$ cat src/rtl/btn_pkg.sv
// Shared types and default timing for the push-button front end (25 MHz board clock).
package btn_pkg;

    typedef enum logic [1:0] {
        IDLE    = 2'd0,
        PRESSED = 2'd1,
        REPEAT  = 2'd2
    } btn_state_t;

    localparam int DEFAULT_DEBOUNCE_CYCLES = 250000;    // 10 ms
    localparam int DEFAULT_REPEAT_DELAY    = 12500000;  // 500 ms
    localparam int DEFAULT_REPEAT_RATE     = 2500000;   // 100 ms
    localparam int DEFAULT_CNT_W           = 24;

    function automatic int max3(input int a, input int b, input int c);
        int m;
        m = (a > b) ? a : b;
        return (m > c) ? m : c;
    endfunction

endpackage

$ cat src/rtl/btn_channel.sv
// One button: 2-flop synchronizer, debounce counter and press FSM.
// Hold-to-repeat is built only when BTN_AUTO_REPEAT_EN is defined.
module btn_channel
    import btn_pkg::*;
#(
    parameter int DEBOUNCE_CYCLES = DEFAULT_DEBOUNCE_CYCLES,
`ifdef BTN_AUTO_REPEAT_EN
    parameter int REPEAT_DELAY    = DEFAULT_REPEAT_DELAY,
    parameter int REPEAT_RATE     = DEFAULT_REPEAT_RATE,
`endif
    parameter int CNT_W           = DEFAULT_CNT_W
) (
    input  logic clk,
    input  logic reset,
    input  logic btn_raw,
    output logic held,
    output logic evt
);

    localparam logic [CNT_W-1:0] DB_LAST = CNT_W'(DEBOUNCE_CYCLES - 1);
`ifdef BTN_AUTO_REPEAT_EN
    localparam logic [CNT_W-1:0] RPT_FIRST_LAST = CNT_W'(REPEAT_DELAY - 1);
    localparam logic [CNT_W-1:0] RPT_RATE_LAST  = CNT_W'(REPEAT_RATE - 1);
`endif

    logic             sync1_reg;
    logic             sync2_reg;
    logic             held_reg;
    logic             evt_reg;
    logic             db_active_reg;
    logic [CNT_W-1:0] cnt_reg;
    logic [CNT_W-1:0] db_cnt;
    btn_state_t       state_reg;

    // The counter is shared with the repeat timer, so a fresh mismatch always counts from 0.
    assign db_cnt = db_active_reg ? cnt_reg : '0;

    always_ff @(posedge clk) begin
        if (!reset) begin
            sync1_reg     <= 1'b0;
            sync2_reg     <= 1'b0;
            held_reg      <= 1'b0;
            evt_reg       <= 1'b0;
            db_active_reg <= 1'b0;
            cnt_reg       <= '0;
            state_reg     <= IDLE;
        end else begin
            sync1_reg <= btn_raw;
            sync2_reg <= sync1_reg;
            evt_reg   <= 1'b0;
            if (sync2_reg != held_reg) begin
                if (db_cnt == DB_LAST) begin
                    held_reg      <= sync2_reg;
                    cnt_reg       <= '0;
                    db_active_reg <= 1'b0;
                    if (sync2_reg) begin
                        state_reg <= PRESSED;
                        evt_reg   <= 1'b1;
                    end else begin
                        state_reg <= IDLE;
                    end
                end else begin
                    cnt_reg       <= db_cnt + 1'b1;
                    db_active_reg <= 1'b1;
                end
            end else if (db_active_reg) begin
                // A glitch that did not survive debounce also restarts the repeat timer.
                cnt_reg       <= '0;
                db_active_reg <= 1'b0;
            end else begin
                case (state_reg)
`ifdef BTN_AUTO_REPEAT_EN
                    PRESSED: begin
                        if (cnt_reg == RPT_FIRST_LAST) begin
                            evt_reg   <= 1'b1;
                            cnt_reg   <= '0;
                            state_reg <= REPEAT;
                        end else begin
                            cnt_reg <= cnt_reg + 1'b1;
                        end
                    end
                    REPEAT: begin
                        if (cnt_reg == RPT_RATE_LAST) begin
                            evt_reg <= 1'b1;
                            cnt_reg <= '0;
                        end else begin
                            cnt_reg <= cnt_reg + 1'b1;
                        end
                    end
`endif
                    default: cnt_reg <= '0;
                endcase
            end
        end
    end

    assign held = held_reg;
    assign evt  = evt_reg;

endmodule

$ cat src/rtl/btn_event_gen.sv
// Two debounced button channels producing increment/decrement events; plus wins a tie.
// Optional hold-to-repeat: define BTN_AUTO_REPEAT_EN.
module btn_event_gen
    import btn_pkg::*;
#(
    parameter int DEBOUNCE_CYCLES = DEFAULT_DEBOUNCE_CYCLES,
    parameter int REPEAT_DELAY    = DEFAULT_REPEAT_DELAY,
    parameter int REPEAT_RATE     = DEFAULT_REPEAT_RATE,
    parameter int CNT_W           = DEFAULT_CNT_W
) (
    input  logic clk,
    input  logic reset,
    input  logic btn_plus_raw,
    input  logic btn_minus_raw,
    output logic inc_pulse,
    output logic dec_pulse,
    output logic plus_held,
    output logic minus_held
);

    localparam int TIMING_MAX = max3(DEBOUNCE_CYCLES, REPEAT_DELAY, REPEAT_RATE);

    generate
        if (TIMING_MAX > (2 ** CNT_W) - 1) begin : g_cnt_w_check
            $error("CNT_W too narrow for the configured timing");
        end
    endgenerate

    // Index 0 is the plus channel, index 1 the minus channel.
    logic [1:0] raw_vec;
    logic [1:0] held_vec;
    logic [1:0] evt_vec;

    assign raw_vec = {btn_minus_raw, btn_plus_raw};

    genvar gi;
    generate
        for (gi = 0; gi < 2; gi++) begin : g_chan
            btn_channel #(
                .DEBOUNCE_CYCLES (DEBOUNCE_CYCLES),
`ifdef BTN_AUTO_REPEAT_EN
                .REPEAT_DELAY    (REPEAT_DELAY),
                .REPEAT_RATE     (REPEAT_RATE),
`endif
                .CNT_W           (CNT_W)
            ) u_chan (
                .clk     (clk),
                .reset   (reset),
                .btn_raw (raw_vec[gi]),
                .held    (held_vec[gi]),
                .evt     (evt_vec[gi])
            );
        end
    endgenerate

    // A coincident decrement is dropped, not deferred.
    assign inc_pulse  = evt_vec[0];
    assign dec_pulse  = evt_vec[1] & ~evt_vec[0];
    assign plus_held  = held_vec[0];
    assign minus_held = held_vec[1];

endmodule

$ cat config.mk
export PLATFORM = sky130hd
export DESIGN_NAME = btn_event_gen
export DESIGN_NICKNAME = d
export VERILOG_FILES = /design/src/rtl/btn_pkg.sv /design/src/rtl/btn_channel.sv /design/src/rtl/btn_event_gen.sv
export SDC_FILE = /design/constraint.sdc
export NUM_CORES = 1
export LEC_CHECK = 0
export CAP_MARGIN = 20
export CORE_MARGIN = 2
export CORE_UTILIZATION = 50
export DETAILED_ROUTE_END_ITERATION = 6
export PLACE_DENSITY = 0.69
export SLEW_MARGIN = 15
export SYNTH_ARGS = -nofsm -noshare
export SYNTH_HDL_FRONTEND = slang
export SYNTH_SLANG_ARGS = --single-unit
$ cat constraint.sdc
create_clock -name clk -period 2.68 [get_ports clk]
set_input_delay 0.268 -clock clk [delete_from_list [all_inputs] [get_ports clk]]
set_output_delay 0.268 -clock clk [all_outputs]
set_load 0.01 [all_outputs]
==> reports/results.ini, run 1 <==
[layout]
layout-drive-gt1-share = 0.0865
areaGrowthSynthToFinish_pct = 14.1
postLayoutCoreUtil = 0.601
fin_nets = 348
largest_register_ff_count = 48
fillers = 485
diodes = 0
multi_input_area_um2 = 1480
register_area_um2 = 1160

[global_route]
grt_start_max_net_pins = 18
globalRouteOverflowTotal = 0
gr-usage-all-layers = 0.193
number_of_antenna_violations_at_the_first_check_in_global_routing = 0
first_global_vias = 2075
grt_pass1_wl_um = 9330

[critical_path]
slowest_stage = sky130_fd_sc_hd__or4_4
critical_path_buf_inv_count = 0
worst-setup-path-type = flop to flop
crit_path_start_kind = flop
crit-reg2reg-capture = g_chan[0].u_chan.cnt_reg[22]
r2r.worst_path.cells = 6
cpLargestDelayFamily = simple AND/OR/NAND/NOR gates
timing.critical_path.cells = and2_1 > ha_1 > nand3_1 > or4_4 > or4_1 > a21oi_1
path_max_fanout = 12
worst_r2r_startpoint = g_chan[0].u_chan.cnt_reg[0]
setup.reg_to_reg.worst_slack_ns = 0.46
timing.critical_path.to_type = flop
worstPathArrival_ns = 2.49
critical_path_required_ns = 2.94
crit_path_start = g_chan[0].u_chan.cnt_reg[0]
timing.critical_path.slowest_cell_delay_ns = 0.64

[floorplanning]
initial_utilization = 0.526
core-area_um2 = 5200
dieArea_um2 = 6090
dieHeight_um = 78.0
top_level_ports = 8
chipWidth_um = 78.0
core.rowCount = 26

[placed_design]
gp_congestion = 0.821
io_buffers = 7
detailedPlacementHpwl_um = 4010

[logic_synthesis]
synth-main-ff-cell = sky130_fd_sc_hd__dfxtp_1
yosys_warnings = 0
number_of_enable_flip_flop_cells_after_synthesis = 0
synth.net_count = 334
synthCells = 328
postSynth.asyncResetShare = 0
synth.most_common_cell = sky130_fd_sc_hd__dfxtp_1
netlist-cell-type-count = 35
post_synth_most_frequent_cells = sky130_fd_sc_hd__dfxtp_1 (58), sky130_fd_sc_hd__nor2_1 (32), sky130_fd_sc_hd__a21oi_1 (23)
synth_top_area_cell = sky130_fd_sc_hd__dfxtp_1
ys_ff_latch = 58
synthTopCellsByArea = sky130_fd_sc_hd__dfxtp_1 (42%), sky130_fd_sc_hd__xnor2_1 (5.4%), sky130_fd_sc_hd__nor2_1 (4.4%)
synth-seq-area-share = 0.424
synth_top_area_frac = 0.424
post_synth_instance_area_um2 = 2740
syn_avg_cell_area_um2 = 8.35

[routing]
viasPerCell = 5.77
ant_nets = 0
total_iterations_of_the_first_detailed_routing_run = 5
drt_drc_violations_left = 0
finalWirelength_um = 5650
initial_drt_markers = 180
wl_per_cell_um = 13.6
routed-via-count = 2407

[run]
drv.max_cap_violation_count = 0

[timing]
setup_violations = 0
finalHoldViolCount = 0
max_freq_mhz = 450
post-route-min-period_ns = 2.22
totalNegativeSetupSlack_ns = 0
timing.slew.headroom = 0.569
setup_repair_after_global_routing_missed_its_margin = no
timing.hold.ws_ns = 0.440
worst_pin_slew_ns = 0.642
report.final.slew_viol_count = 0
layout_worst_path_cycle_share = 0.830
worst_clock_skew_ns = 0.0129

[clock_network]
clockBufferDepth = 2
cts_hold_buffers = 0
insertion_delay_ns = 0.33
h-tree-depth = 3
clkSinkCount = 58
clk_root_buffer_cell = sky130_fd_sc_hd__clkbuf_8
clkSlewWorstSetupHoldPaths_ns = 0.07
tritoncts = built
cts_setup_buffers = 0
cts_resized = 0
cts-buffers-inserted = 9

[pwr]
max-vdd-ir-drop_v = 0.000554
cellLeakagePower_nw = 0.936
pwr_density_cell_nw_per_um2 = 576

[min_path]
holdCritPathClass = flop to flop
hold_depth = 1
whs_endpoint = g_chan[1].u_chan.sync2_reg
hold_path.startpoint = g_chan[1].u_chan.sync1_reg

[run_status]
run_status = complete, no violations

power breakdown:
part	total, W	internal [W]	leakage, nW	switching, W
Combinational	0.0000205	0.00000913	0.351	0.0000114
Sequential	0.000869	0.000866	0.468	0.00000237
Clock	0.000913	0.000575	0.117	0.000338
placed cells by master (no fill, tap or decap), types with 2 or more instances in the layout:
master	synthesis	layout
sky130_fd_sc_hd__o211ai_1	4	4
sky130_fd_sc_hd__or3_1	11	11
sky130_fd_sc_hd__o21ai_0	11	11
sky130_fd_sc_hd__xor2_1	8	8
sky130_fd_sc_hd__ha_1	2	2
sky130_fd_sc_hd__a21oi_1	23	23
sky130_fd_sc_hd__o21ai_1	2	2
sky130_fd_sc_hd__nand4_1	16	16
sky130_fd_sc_hd__clkbuf_8	0	11
sky130_fd_sc_hd__nor4b_1	6	6
sky130_fd_sc_hd__nand3_1	22	22
sky130_fd_sc_hd__bufinv_16	0	2
sky130_fd_sc_hd__or4_1	8	8
sky130_fd_sc_hd__a21o_1	2	2
sky130_fd_sc_hd__xnor2_1	17	17
sky130_fd_sc_hd__nor2_1	32	32
sky130_fd_sc_hd__and3_1	7	7
sky130_fd_sc_hd__nor3_1	6	6
sky130_fd_sc_hd__o31ai_1	5	5
sky130_fd_sc_hd__nor4_1	16	16
sky130_fd_sc_hd__clkdlybuf4s50_1	0	7
sky130_fd_sc_hd__a211o_1	2	2
sky130_fd_sc_hd__inv_1	13	13
sky130_fd_sc_hd__and4_1	3	3
sky130_fd_sc_hd__a31o_2	3	3
sky130_fd_sc_hd__dfxtp_1	58	58
sky130_fd_sc_hd__buf_4	0	7
sky130_fd_sc_hd__nand2_1	22	22
sky130_fd_sc_hd__and2_1	11	11
cell type report:
class / instances / share of cell area
clock buffers: 12 / 0.0496
clock inverters: 4 / 0.0236
well taps: 70 / 0.0280
multi-input cells: 246 / 0.473
repair buffers: 14 / 0.0392
inverters: 13 / 0.0156
flip-flops and latches: 58 / 0.371
stage by stage:
stage          setup WS, ns  total power [W]  instance area (um^2)  cells
2_1_floorplan        0.0500         0.000898                  2740    328
3_3_place_gp          0.547         0.000908                  2900    401
3_5_place_dp          0.475         0.000909                  2900    401
4_1_cts               0.452          0.00182                  3130    417
5_1_grt               0.290          0.00186                  3130    417
6_report              0.455          0.00180                  3130    417
worst max-delay path by stage:
stage,endpoint,slack [ns],depth (start not counted)
floorplan,g_chan[1].u_chan.cnt_reg[22],0.05,9
global placement,g_chan[0].u_chan.cnt_reg[22],0.55,6
detailed placement,g_chan[0].u_chan.cnt_reg[22],0.47,6
CTS,g_chan[0].u_chan.cnt_reg[22],0.45,6
global route,g_chan[0].u_chan.cnt_reg[22],0.29,6
finish,g_chan[0].u_chan.cnt_reg[22],0.46,6
cell families (layout without fill, tap and decap cells):
family / Yosys count / count (layout) / share of synthesized area
AOI/OAI and AO/OA: 53 / 53 / 0.116
and+or+nand+nor: 166 / 166 / 0.335
DFF: 58 / 58 / 0.424
buffers and inverters: 24 / 43 / 0.0370
adders and majority gates: 2 / 2 / 0.00913
xor gates and xnor gates: 25 / 25 / 0.0799
per-layer routing:
metal	vias up	global-route usage	part of all wire
met1	1112	0.272	0.50
met3	8	0.0345	0.052
met5	-	0	0
met4	0	0.0860	0.015
met2	55	0.291	0.43
li1	1232	-	-
Power figures use the tool's default switching activity.
==> inputs of run 2 (changes only) <==
==> constraint.sdc (replaced) <==
create_clock -name clk -period 1.9 [get_ports clk]
set_input_delay 0.19 -clock clk [delete_from_list [all_inputs] [get_ports clk]]
set_output_delay 0.19 -clock clk [all_outputs]
set_load 0.01 [all_outputs]
==> run 2 against run 1 <==
Effect of this change:
- clock power increased by 5.1%
- worst setup slack got worse by 0.43 ns
- sequential cell count unchanged
- via count increased by 7.9%
- total power increased by 23%
- die area unchanged
- highest routed layer unchanged
==> reports/results.ini, run 2 (same netlist as run 1, synthesis figures left out) <==
[run_status]
run_status = complete, no violations

[floorplanning]
top_level_ports = 8
core-area_um2 = 5200
dieHeight_um = 78.0
chipWidth_um = 78.0
initial_utilization = 0.526
core.rowCount = 26
dieArea_um2 = 6090

[routing]
viasPerCell = 5.85
wl_per_cell_um = 14.6
initial_drt_markers = 157
drt_drc_violations_left = 0
total_iterations_of_the_first_detailed_routing_run = 4
ant_nets = 0
routed-via-count = 2596
finalWirelength_um = 6470

[critical_path]
worstPathArrival_ns = 2.14
critical_path_required_ns = 2.17
timing.critical_path.to_type = flop
r2r.worst_path.cells = 6
crit_path_start_kind = flop
setup.reg_to_reg.worst_slack_ns = 0.03
path_max_fanout = 7
worst-setup-path-type = flop to flop

[timing]
worst_clock_skew_ns = 0.00619
setup_repair_after_global_routing_missed_its_margin = yes
post-route-min-period_ns = 1.87
totalNegativeSetupSlack_ns = 0
timing.slew.headroom = 0.704
layout_worst_path_cycle_share = 0.985
finalHoldViolCount = 0
report.final.slew_viol_count = 0
setup_violations = 0
max_freq_mhz = 534
worst_pin_slew_ns = 0.440
timing.hold.ws_ns = 0.439

[global_route]
first_global_vias = 2353
met3_global_route_usage = 0.0586
number_of_antenna_violations_at_the_first_check_in_global_routing = 0
groute.layer.met2.usage = 0.335
use_met1 = 0.299
gr-usage-all-layers = 0.219
top_usage_layer = met2
globalRouteOverflowTotal = 0
grt_pass1_wl_um = 10600
grt_start_max_net_pins = 18

[pwr]
switchingPower_w = 0.000484
max-vdd-ir-drop_v = 0.000471
sequentialPowerShare = 0.552
combinationalPowerShare = 0.015
swShare = 0.218
cell_internal_pwr_w = 0.00173
pwr_density_cell_nw_per_um2 = 653
cellLeakagePower_nw = 1.05
power.clock.fraction = 0.433

[clock_network]
insertion_delay_ns = 0.33
cts-buffers-inserted = 9
clockBufferDepth = 2
cts_hold_buffers = 0
clkSlewWorstSetupHoldPaths_ns = 0.06
tritoncts = built
clkSinkCount = 58
h-tree-depth = 3
clk_root_buffer_cell = sky130_fd_sc_hd__clkbuf_8

[layout]
postLayoutCoreUtil = 0.653
largest_register_ff_count = 48
fin_nets = 376
fillers = 464
diodes = 0
areaGrowthSynthToFinish_pct = 24.0
register_area_um2 = 1180
layout.cells.most_common = sky130_fd_sc_hd__dfxtp_1
layout_common_cells = sky130_fd_sc_hd__dfxtp_1 (50), sky130_fd_sc_hd__buf_4 (34), sky130_fd_sc_hd__nor2_1 (32), sky130_fd_sc_hd__nand2_1 (22)
multi_input_area_um2 = 1600
layout-drive-gt1-share = 0.227

[placed_design]
io_buffers = 7
detailedPlacementHpwl_um = 4520
gp_congestion = 0.872

[min_path]
hold_depth = 1
holdCritPathClass = flop to flop

[run]
drv.max_cap_violation_count = 0

[run 2: changes by cell type in the layout (fill, tap and decap cells not counted), sizes merged]
| cell | change |
|---|---|
| or4 | +1 |
| bufinv | -2 |
| buf | +27 |
| clkinvlp | +1 |
[run 2: through the flow]
step                setup slack [ns]  cell area [um^2]  power [W]  instances
floorplan                     -0.176              2830    0.00127        328
global placement              0.0681              3140    0.00128        426
detailed placement          -0.00479              3140    0.00128        426
CTS                           0.0143              3300    0.00224        441
global route                 -0.0544              3400    0.00229        444
finish                        0.0282              3400    0.00222        444
[run 2: worst paths after layout]
path / from / end
max: g_chan[0].u_chan.db_active_reg / g_chan[0].u_chan.cnt_reg[18]
min: g_chan[0].u_chan.sync1_reg / g_chan[0].u_chan.sync2_reg
max reg2reg: g_chan[0].u_chan.db_active_reg / g_chan[0].u_chan.cnt_reg[18]
min reg2reg: g_chan[0].u_chan.sync1_reg / g_chan[0].u_chan.sync2_reg
[run 2: routing by layer]
layer	wire, um	up-vias
met2	2830	60
met5	0	-
met1	3250	1241
met4	80	0
li1	-	1285
met3	302	10
[run 2: repair_timing]
| action | 4_1_cts | 5_1_grt |
|---|---|---|
| setup buffers | 0 | 1 |
| cloned | 0 | 2 |
| pin swaps | 0 | 0 |
| setup endpoints to repair | 2 | 29 |
| resized for setup | 1 | 23 |
[run 2: power by group through the flow]
stage	registers, W	logic (W)	clock network [W]
final	0.00122	0.0000333	0.000960
after CTS	0.00123	0.0000319	0.000979
after global routing	0.00123	0.0000369	0.00103
after floorplan	0.00125	0.0000175	0
after detailed placement	0.00125	0.0000317	0
after global placement	0.00125	0.0000312	0
[run 2: final cells by class]
class | count | area share
sequential | 58 | 0.346
tap | 70 | 0.0258
inverter | 13 | 0.0144
timing repair buffer | 41 | 0.0957
clock buffer | 12 | 0.0427
clock inverter | 3 | 0.00515
multi-input combinational | 247 | 0.470
[run 2: worst max-delay path, cell delays in order, from the launching register on]
cell,delay [ns]
sky130_fd_sc_hd__dfxtp_4,0.38
sky130_fd_sc_hd__and2_4,0.16
sky130_fd_sc_hd__ha_4,0.15
sky130_fd_sc_hd__nand3_4,0.09
sky130_fd_sc_hd__or4_4,0.47
sky130_fd_sc_hd__or4_4,0.43
sky130_fd_sc_hd__a21oi_2,0.12
